`config.mk`:
```
export PLATFORM = sky130hd
export DESIGN_NAME = axi_master_arbiter
export DESIGN_NICKNAME = d
export VERILOG_FILES = /design/src/rtl/axi_arb_pkg.sv /design/src/rtl/rr_arbiter.sv /design/src/rtl/axi_master_arbiter.sv
export SDC_FILE = /design/constraint.sdc
export NUM_CORES = 1
export LEC_CHECK = 0
export ABC_AREA = 1
export CORE_AREA = 2 2 492 494
export CTS_CLUSTER_SIZE = 14
export DETAILED_ROUTE_END_ITERATION = 10
export DIE_AREA = 0 0 494 496
export GPL_ROUTABILITY_DRIVEN = 0
export PLACE_DENSITY = 0.31
export SYNTH_ARGS = -nofsm -noshare
export SYNTH_HDL_FRONTEND = slang
export SYNTH_SLANG_ARGS = --single-unit
export TNS_END_PERCENT = 5
```
`constraint.sdc`:
```
create_clock -name clk -period 1.7 [get_ports clk]
set_input_delay 0.34 -clock clk [delete_from_list [all_inputs] [get_ports clk]]
set_output_delay 0.34 -clock clk [all_outputs]
set_load 0.005 [all_outputs]
```
`src/rtl/axi_arb_pkg.sv`:
```
// axi_arb_pkg: shared state, status and command-field definitions for the master arbiter
package axi_arb_pkg;
  typedef enum logic [2:0] {IDLE, START, WAIT, RESP, DRAIN, REJECT} arb_state_t;
  localparam logic [7:0] ARB_ST_OK = 8'h00;
  localparam logic [7:0] ARB_ST_BAD_LEN = 8'hF0;
  localparam int CMD_RW_BIT = 7;
  localparam int CMD_SIZE_MSB = 5;
  localparam int CMD_SIZE_LSB = 4;
  localparam int CMD_LEN_MSB = 3;
  localparam int CMD_LEN_LSB = 0;
endpackage

```
`src/rtl/rr_arbiter.sv`:
```
// rr_arbiter: combinational round-robin picker searching upward from last+1 with wrap
module rr_arbiter #(
  parameter int N = 2,
  parameter int W = (N > 1) ? $clog2(N) : 1
) (
  input  logic [N-1:0] req,
  input  logic [W-1:0] last,
  output logic [W-1:0] gnt_idx,
  output logic         gnt_any
);
  logic [W-1:0] idx;
  always_comb begin
    gnt_idx = '0;
    gnt_any = 1'b0;
    idx = '0;
    // walk farthest-first so the closest candidate after last is written last and wins
    for (int k = N; k >= 1; k--) begin
      idx = W'((int'(last) + k) % N);
      if (req[idx]) begin
        gnt_idx = idx;
        gnt_any = 1'b1;
      end
    end
  end
endmodule

```
`src/rtl/axi_master_arbiter.sv`:
```
// axi_master_arbiter: serialises single-beat register accesses from several requesters
// onto one AXI4-Lite master command port with round-robin fairness.
module axi_master_arbiter
  import axi_arb_pkg::*;
#(
  parameter int NUM_REQ = 2
) (
  input  logic                   clk,
  input  logic                   rst,
  input  logic [NUM_REQ-1:0]     req_valid,
  input  logic [NUM_REQ*8-1:0]   req_cmd,
  input  logic [NUM_REQ*32-1:0]  req_addr,
  input  logic [NUM_REQ*32-1:0]  req_wdata,
  output logic [NUM_REQ-1:0]     req_ready,
  output logic [NUM_REQ-1:0]     rsp_valid,
  output logic [7:0]             rsp_status,
  output logic [31:0]            rsp_rdata,
  output logic                   busy,
  output logic [7:0]             m_cmd,
  output logic [31:0]            m_addr,
  output logic [7:0]             m_write_data [64],
  output logic                   m_start_transaction,
  input  logic                   m_transaction_done,
  input  logic [7:0]             m_axi_status,
  input  logic [7:0]             m_read_data [64],
  input  logic [5:0]             m_read_data_count
);
  localparam int W = (NUM_REQ > 1) ? $clog2(NUM_REQ) : 1;
  arb_state_t state, nxt;
  logic [W-1:0] last_grant, win, gnt_idx;
  logic gnt_any, unused_rd;
  logic [7:0] cmd_q, sel_cmd;
  logic [31:0] addr_q, wdata_q, sel_addr, sel_wdata, rd_masked;
  logic [NUM_REQ-1:0] win_oh;
  rr_arbiter #(.N(NUM_REQ), .W(W)) u_rr (
    .req(req_valid),
    .last(last_grant),
    .gnt_idx(gnt_idx),
    .gnt_any(gnt_any)
  );
  always_comb begin
    sel_cmd = req_cmd[8*int'(gnt_idx) +: 8];
    sel_addr = req_addr[32*int'(gnt_idx) +: 32];
    sel_wdata = req_wdata[32*int'(gnt_idx) +: 32];
    rd_masked = '0;
    for (int i = 0; i < 4; i++) rd_masked[8*i +: 8] = (6'(i) < m_read_data_count) ? m_read_data[i] : 8'h00;
    unused_rd = 1'b0;
    for (int i = 4; i < 64; i++) unused_rd = unused_rd ^ (^m_read_data[i]);
  end
  always_comb begin
    nxt = state;
    case (state)
      IDLE:    nxt = !gnt_any ? IDLE : (sel_cmd[CMD_LEN_MSB:CMD_LEN_LSB] != '0 ? REJECT : START);
      START:   nxt = WAIT;
      WAIT:    nxt = m_transaction_done ? RESP : WAIT;
      RESP:    nxt = DRAIN;
      DRAIN:   nxt = m_transaction_done ? DRAIN : IDLE;
      REJECT:  nxt = IDLE;
      default: nxt = IDLE;
    endcase
  end
  always_ff @(posedge clk) begin
    if (rst) begin
      state <= IDLE;
      last_grant <= W'(NUM_REQ - 1);
      win <= '0;
      cmd_q <= '0;
      addr_q <= '0;
      wdata_q <= '0;
      rsp_status <= '0;
      rsp_rdata <= '0;
    end else begin
      state <= nxt;
      if (state == IDLE && gnt_any) begin
        win <= gnt_idx;
        last_grant <= gnt_idx;
        cmd_q <= sel_cmd;
        addr_q <= sel_addr;
        wdata_q <= sel_wdata;
        // rejected requests answer in the very next cycle, so their response is staged now
        if (sel_cmd[CMD_LEN_MSB:CMD_LEN_LSB] != '0) begin
          rsp_status <= ARB_ST_BAD_LEN;
          rsp_rdata <= '0;
        end
      end
      if (state == WAIT && m_transaction_done) begin
        rsp_status <= m_axi_status;
        rsp_rdata <= rd_masked;
      end
    end
  end
  assign win_oh = NUM_REQ'(1) << win;
  assign req_ready = (state == START || state == REJECT) ? win_oh : '0;
  assign rsp_valid = (state == RESP || state == REJECT) ? win_oh : '0;
  assign m_start_transaction = state == START;
  assign busy = state != IDLE;
  assign m_cmd = cmd_q;
  assign m_addr = addr_q;
  for (genvar g = 0; g < 64; g++) begin : g_wd
    if (g < 4) begin : g_byte
      assign m_write_data[g] = wdata_q[8*g +: 8];
    end else begin : g_zero
      assign m_write_data[g] = 8'h00;
    end
  end
endmodule

```
==> results.toml, run 1 <==
[worst_hold_path]
hold_depth = 3
min_path_type = "in -> reg"
hold_path.startpoint = "req_wdata[47]"

[clock_network]
numClockSinks = 117
cts-root-to-sink-buffers = 2
ctsHoldBuffers = 0
tritoncts = "yes"
htree_depth = 4
cts_inserted_buffers = 17
clock_tree.root_cell = "clkbuf_16"
clock_insertion_delay_worst_skew_ps = 530
worst_setup_hold_path_clk_slew_ps = 90

[grt]
grt_use_total_pct = 4.35
grt_pass1_wl_um = 67100
grt_busiest_layer = "met2"
first_global_vias = 6627
globalRoute.totalOverflow = 0
global_route.usage.met2_pct = 7.61
globalRouteMet1Util_pct = 4.34
grt_max_degree = 55
antenna_found_initial = 34
met3_usage_grt_pct = 2.27

[yosys]
post_synth_main_area_contributors = "buf_4 (42%), dfxtp_1 (27%), a21oi_1 (8.8%)"
ys_dominant_reg_cell = "dfxtp_1"
synth.yosys.seq_area_share_pct = 27.1
post-synth-top-area-cell = "buf_4"
syn_avg_cell_area_um2 = 7.80
synth_edf_count = 0
ys_types = 28
yosys_reg_bits = 117
yosys_warnings = 0
synthCells = 1109
async_flop_share_pct = 0
netlist.area_leader.share_pct = 42.0
post_synth_instance_area_mm2 = 0.00865

[worst_setup_path]
cp-end-kind = "output pin"
r2r-start = "state[1]"
path_max_fanout = 4
worst_setup_path_start_kind = "flop"
crit_start = "state[2]"
r2r.worst_path.cells = 10
worst-setup-path-type = "reg -> out"
cp_data_arrival_time_ps = 1590
critPathRequiredTime_ps = 1360

[run_status]
outcome = "complete, but fails checks"
failing_checks = "setup timing"

[cells_and_area]
mostFrequentLayoutCell = "conb_1"
final_nets = 2138
mostFrequentLayoutCells = "conb_1 (480), clkdlybuf4s50_1 (193), a21oi_1 (114)"
finalCoreUtilization_pct = 6.41
synthToLayoutAreaGrowth_pct = 77.6
drive_above_1_share_pct = 20.1
non_filler_instance_count_after_layout = 4666

[route]
route.detailed.vias_per_inst = 1.59
wirelength_per_cell_um = 11.7
dr_total_vias = 7431
route.antenna.remaining_nets = 0
drtIter0Drc = 198
dr_drc_count = 0
drt_pass1_iterations = 4
drt-total-wl_um = 54800

[timing]
finClkSkew_ps = 38.3
period_needed_ps = 1930
timing.max_slew.rel_slack_pct = 54.0
worst_margin_slew_ps = 690
max_frequency_mhz = 519
slew_violations = 0
post_route_setup_tns_ps = -1320
final.setup.worst_slack_ps = -229
worst_hold_slack_ps = 362
timing.final.crit_share_pct = 113
grt_setup_unrepaired = "true"
setup_violations = 34
hold_violations = 0

[floorplanning]
fp.dieH_um = 496
die_w_um = 494
number_of_rows_in_the_core_area = 180
placeableCoreArea_mm2 = 0.240
die-area_mm2 = 0.245
start_util_pct = 3.61
i_o_pin_cnt = 1273

[pwr]
swShare_pct = 40.0
worst_vdd_ir_mv = 0.592
switching_power_mw = 4.89
p_seq_share_pct = 28.8
power_density_normalized_to_cell_area_mw_per_mm2 = 795
power.internal_mw = 7.32
leakagePower_nw = 5.47
power.total_mw = 12.2
comb_power_share_pct = 38.3
clock_power_share_pct = 32.9

[placement]
cell_count_after_placement = 4628
port_buffers = 312
detailed_place_hpwl_um = 47500

[flow_run]
max_cap_viols = 0
synthesized netlist by cell type (2+ instances only):
master	n
nor2_1	12
nor2_4	2
o21ai_0	75
a21oi_1	152
nand3_1	21
nand2_2	2
dfxtp_1	117
a31oi_1	5
inv_1	12
buf_1	3
buf_2	12
buf_4	484
nand2_1	113
buf_8	2
nor2_2	2
clkbuf_1	27
a21oi_2	28
nand3_2	30
per-layer routing:
layer  part of all wire (%)  vias up  routed length [um]
met3                     12       73                6330
met5                  0.067        -                  37
met4                    2.6        6                1440
li1                       -     3380                   -
met2                     50      664               27300
met1                     36     3308               19800
path summary, 6_finish.rpt:
kind	to	slack, ps
hold / removal	wdata_q[15]	360
setup / recovery	rsp_valid[0]	-230
setup reg to reg	rsp_rdata[21]	-30
hold reg to reg	rsp_status[4]	460
power by group through the flow:
stage          Sequential (mW)  Clock, mW  Combinational (mW)
2_1_floorplan             3.53          0                2.38
3_3_place_gp              3.58          0                4.98
3_5_place_dp              3.57          0                4.95
4_1_cts                   3.53       4.35                4.88
5_1_grt                   3.59       4.40                5.29
6_report                  3.52       4.02                4.67
sequential cells by signal, summed over array words and instances (netlist names):
signal / cells
m_cmd: 8
rsp_status: 8
last_grant: 1
state: 3
rsp_rdata: 32
m_addr: 32
win: 1
wdata_q: 32
worst max-delay path: stages, from the launching register on:
cell and delay (ps):
dfxtp_4 380, inv_2 50, buf_6 100, o21a_4 240, nor2_4 110, buf_6 110, buf_12 90
cell families (layout without fill, tap and decap cells):
logic type      count (synthesis)  count (layout)  synth area share [%]
compound gates                264             264                  16.7
buf+inv                       544             432                  45.3
flops                         117             117                  27.1
other cells                     1             485                0.0434
simple gates                  183             183                  10.9
per-stage QoR:
stage | area (um2) | worst slack (ps)
after floorplan | 10400 | 290
after global placement | 14500 | -867
after detailed placement | 14500 | -810
after CTS | 15200 | -352
after global routing | 15400 | -352
final | 15400 | -229
area by class of cell:
cell class,count,area (um2)
clock buffers,17,425
repair buffers,386,3920
flip-flops and latches,117,2380
inverters,14,62.6
multi-input cells,927,4410
clock inverters,15,160
fillers,28243,224000
diodes,5,12.5
well taps,3185,3990
what timing repair did:
item | CTS | global route
pin swaps | 3 | 4
gates resized for setup | 175 | 44
endpoints found under the setup margin | 198 | 107
buffers inserted | 1 | 1
Note: power is estimated with default switching activity, not from simulation.
==> inputs of run 2 (changes only) <==
--- a/config.mk
+++ b/config.mk
@@ -6,10 +6,10 @@
 export NUM_CORES = 1
 export LEC_CHECK = 0
 export ABC_AREA = 1
-export CORE_AREA = 2 2 492 494
+export CORE_AREA = 2 2 502 504
 export CTS_CLUSTER_SIZE = 14
 export DETAILED_ROUTE_END_ITERATION = 10
-export DIE_AREA = 0 0 494 496
+export DIE_AREA = 0 0 504 506
 export GPL_ROUTABILITY_DRIVEN = 0
 export PLACE_DENSITY = 0.31
 export SYNTH_ARGS = -nofsm -noshare
==> constraint.sdc (replaced) <==
create_clock -name clk -period 2.3 [get_ports clk]
set_input_delay 0.46 -clock clk [delete_from_list [all_inputs] [get_ports clk]]
set_output_delay 0.46 -clock clk [all_outputs]
set_load 0.005 [all_outputs]
==> run 2 against run 1 <==
Net effect: the run now ends clean; final cell count grew 3.1%; global-route usage shrank 0.13 points; first-iteration DRC count shrank 19%; clock power shrank 17%; register-to-register slack gained 600 ps; non-clock buffer count shrank 20; design area shrank 1.5%.
==> results.toml, run 2 (synthesized netlist as in run 1, its figures left out) <==
[clock_network]
clock_tree.root_cell = "clkbuf_16"
cts-root-to-sink-buffers = 2
clock_insertion_delay_worst_skew_ps = 530
cts_inserted_buffers = 17
tritoncts = "yes"
htree_depth = 4
worst_setup_hold_path_clk_slew_ps = 70
numClockSinks = 117

[floorplanning]
start_util_pct = 3.46
die-area_mm2 = 0.255
placeableCoreArea_mm2 = 0.250
fp.dieH_um = 506
number_of_rows_in_the_core_area = 184
die_w_um = 504
i_o_pin_cnt = 1273

[run_status]
outcome = "finished clean"

[grt]
first_global_vias = 6490
antenna_found_initial = 39
globalRoute.totalOverflow = 0
grt_pass1_wl_um = 67600
grt_max_degree = 41
grt_use_total_pct = 4.22

[route]
route.antenna.remaining_nets = 0
dr_total_vias = 7342
drt_pass1_iterations = 4
wirelength_per_cell_um = 11.5
drt-total-wl_um = 55100
dr_drc_count = 0
drtIter0Drc = 161
route.detailed.vias_per_inst = 1.53

[worst_hold_path]
min_path_type = "reg -> reg"

[cells_and_area]
non_filler_instance_count_after_layout = 4812
mostFrequentLayoutCell = "conb_1"
synthToLayoutAreaGrowth_pct = 75.0
drive_above_1_share_pct = 11.4
final_nets = 2118
mostFrequentLayoutCells = "conb_1 (480), clkdlybuf4s50_1 (296), a21oi_1 (152)"

[worst_setup_path]
cp-end-kind = "output pin"
path_max_fanout = 4
critical-path-max-stage-delay_ps = 360
cells_traversed_along_the_worst_timing_path = "inv_1 > nor2_1 > inv_1 > buf_4 > nor2_1 > dlygate4sd2_1"
worst_setup_path_start_kind = "flop"
critical-path-top-delay-family = "buffers and inverters"
slowest_stage = "dfxtp_1"
worstPathBufferInverterCount = 4
cp_data_arrival_time_ps = 1700
worst-setup-path-type = "reg -> out"
critPathRequiredTime_ps = 1840

[timing]
final.setup.worst_slack_ps = 145
finClkSkew_ps = 18.9
worst_hold_slack_ps = 455
timing.final.crit_share_pct = 93.7
period_needed_ps = 2160
timing.max_slew.rel_slack_pct = 47.8
post_route_setup_tns_ps = 0
worst_margin_slew_ps = 783
max_frequency_mhz = 464
slew_violations = 0
grt_setup_unrepaired = "false"
hold_violations = 0
setup_violations = 0

[pwr]
worst_vdd_ir_mv = 0.507
power_density_normalized_to_cell_area_mw_per_mm2 = 606
leakagePower_nw = 5.05
power.total_mw = 9.17

[placement]
port_buffers = 312
dp_slack_ps = -73.9
cell_count_after_placement = 4772
detailed_place_hpwl_um = 47800

[flow_run]
max_cap_viols = 0
run 2: what timing repair did:
item	4_1_cts	5_1_grt
endpoints found under the setup margin	9	0
resized for setup	18	0
hold buffers	0	0
setup buffers	0	0
run 2: final cells by class:
type                       instances  area [um2]
multi-input combinational        927        4200
inverter                          14        58.8
fill                           29536      235000
timing repair buffer             366        3650
clock buffer                      17         425
tap                             3348        4190
antenna                            8        20.0
clock inverter                    15         239
sequential                       117        2340
run 2: through the flow:
| step | area, um2 | util, % |
|---|---|---|
| 3_3_place_gp | 14500 | 5.78 |
| 2_1_floorplan | 10400 | - |
| 5_1_grt | 15100 | 6.05 |
| 6_report | 15100 | 6.05 |
| 4_1_cts | 15100 | 6.05 |
| 3_5_place_dp | 14500 | 5.78 |
run 2: path summary, 6_finish.rpt:
kind	from	endpoint	cells past startpoint	slack (ps)
worst max-delay path	state[0]	m_start_transaction	6	140
worst min-delay path	rsp_status[5]	rsp_status[5]	2	450
worst max register to register	last_grant	rsp_rdata[1]	11	570
worst min register to register	rsp_status[5]	rsp_status[5]	2	450
run 2: routing by layer:
metal  global-route usage [%]  vias to the layer above  routed length, um
met3                     2.37                       75               7100
met5                        0                        -                 48
met2                     7.69                      692              28400
met4                     1.43                        8               1120
met1                     3.95                     3233              18500
li1                         -                     3334                  -
run 2: tightest hold or removal path, stage by stage (launching register included):
cell and delay (ps):
dfxtp_1 310, inv_1 50, a21oi_1 50
run 2: report_power, final:
part	internal, mW	total (mW)	switching [mW]
Clock	1.95	3.34	1.39
Combinational	1.45	3.25	1.80
Sequential	2.38	2.58	0.202
Total	5.77	9.17	3.40
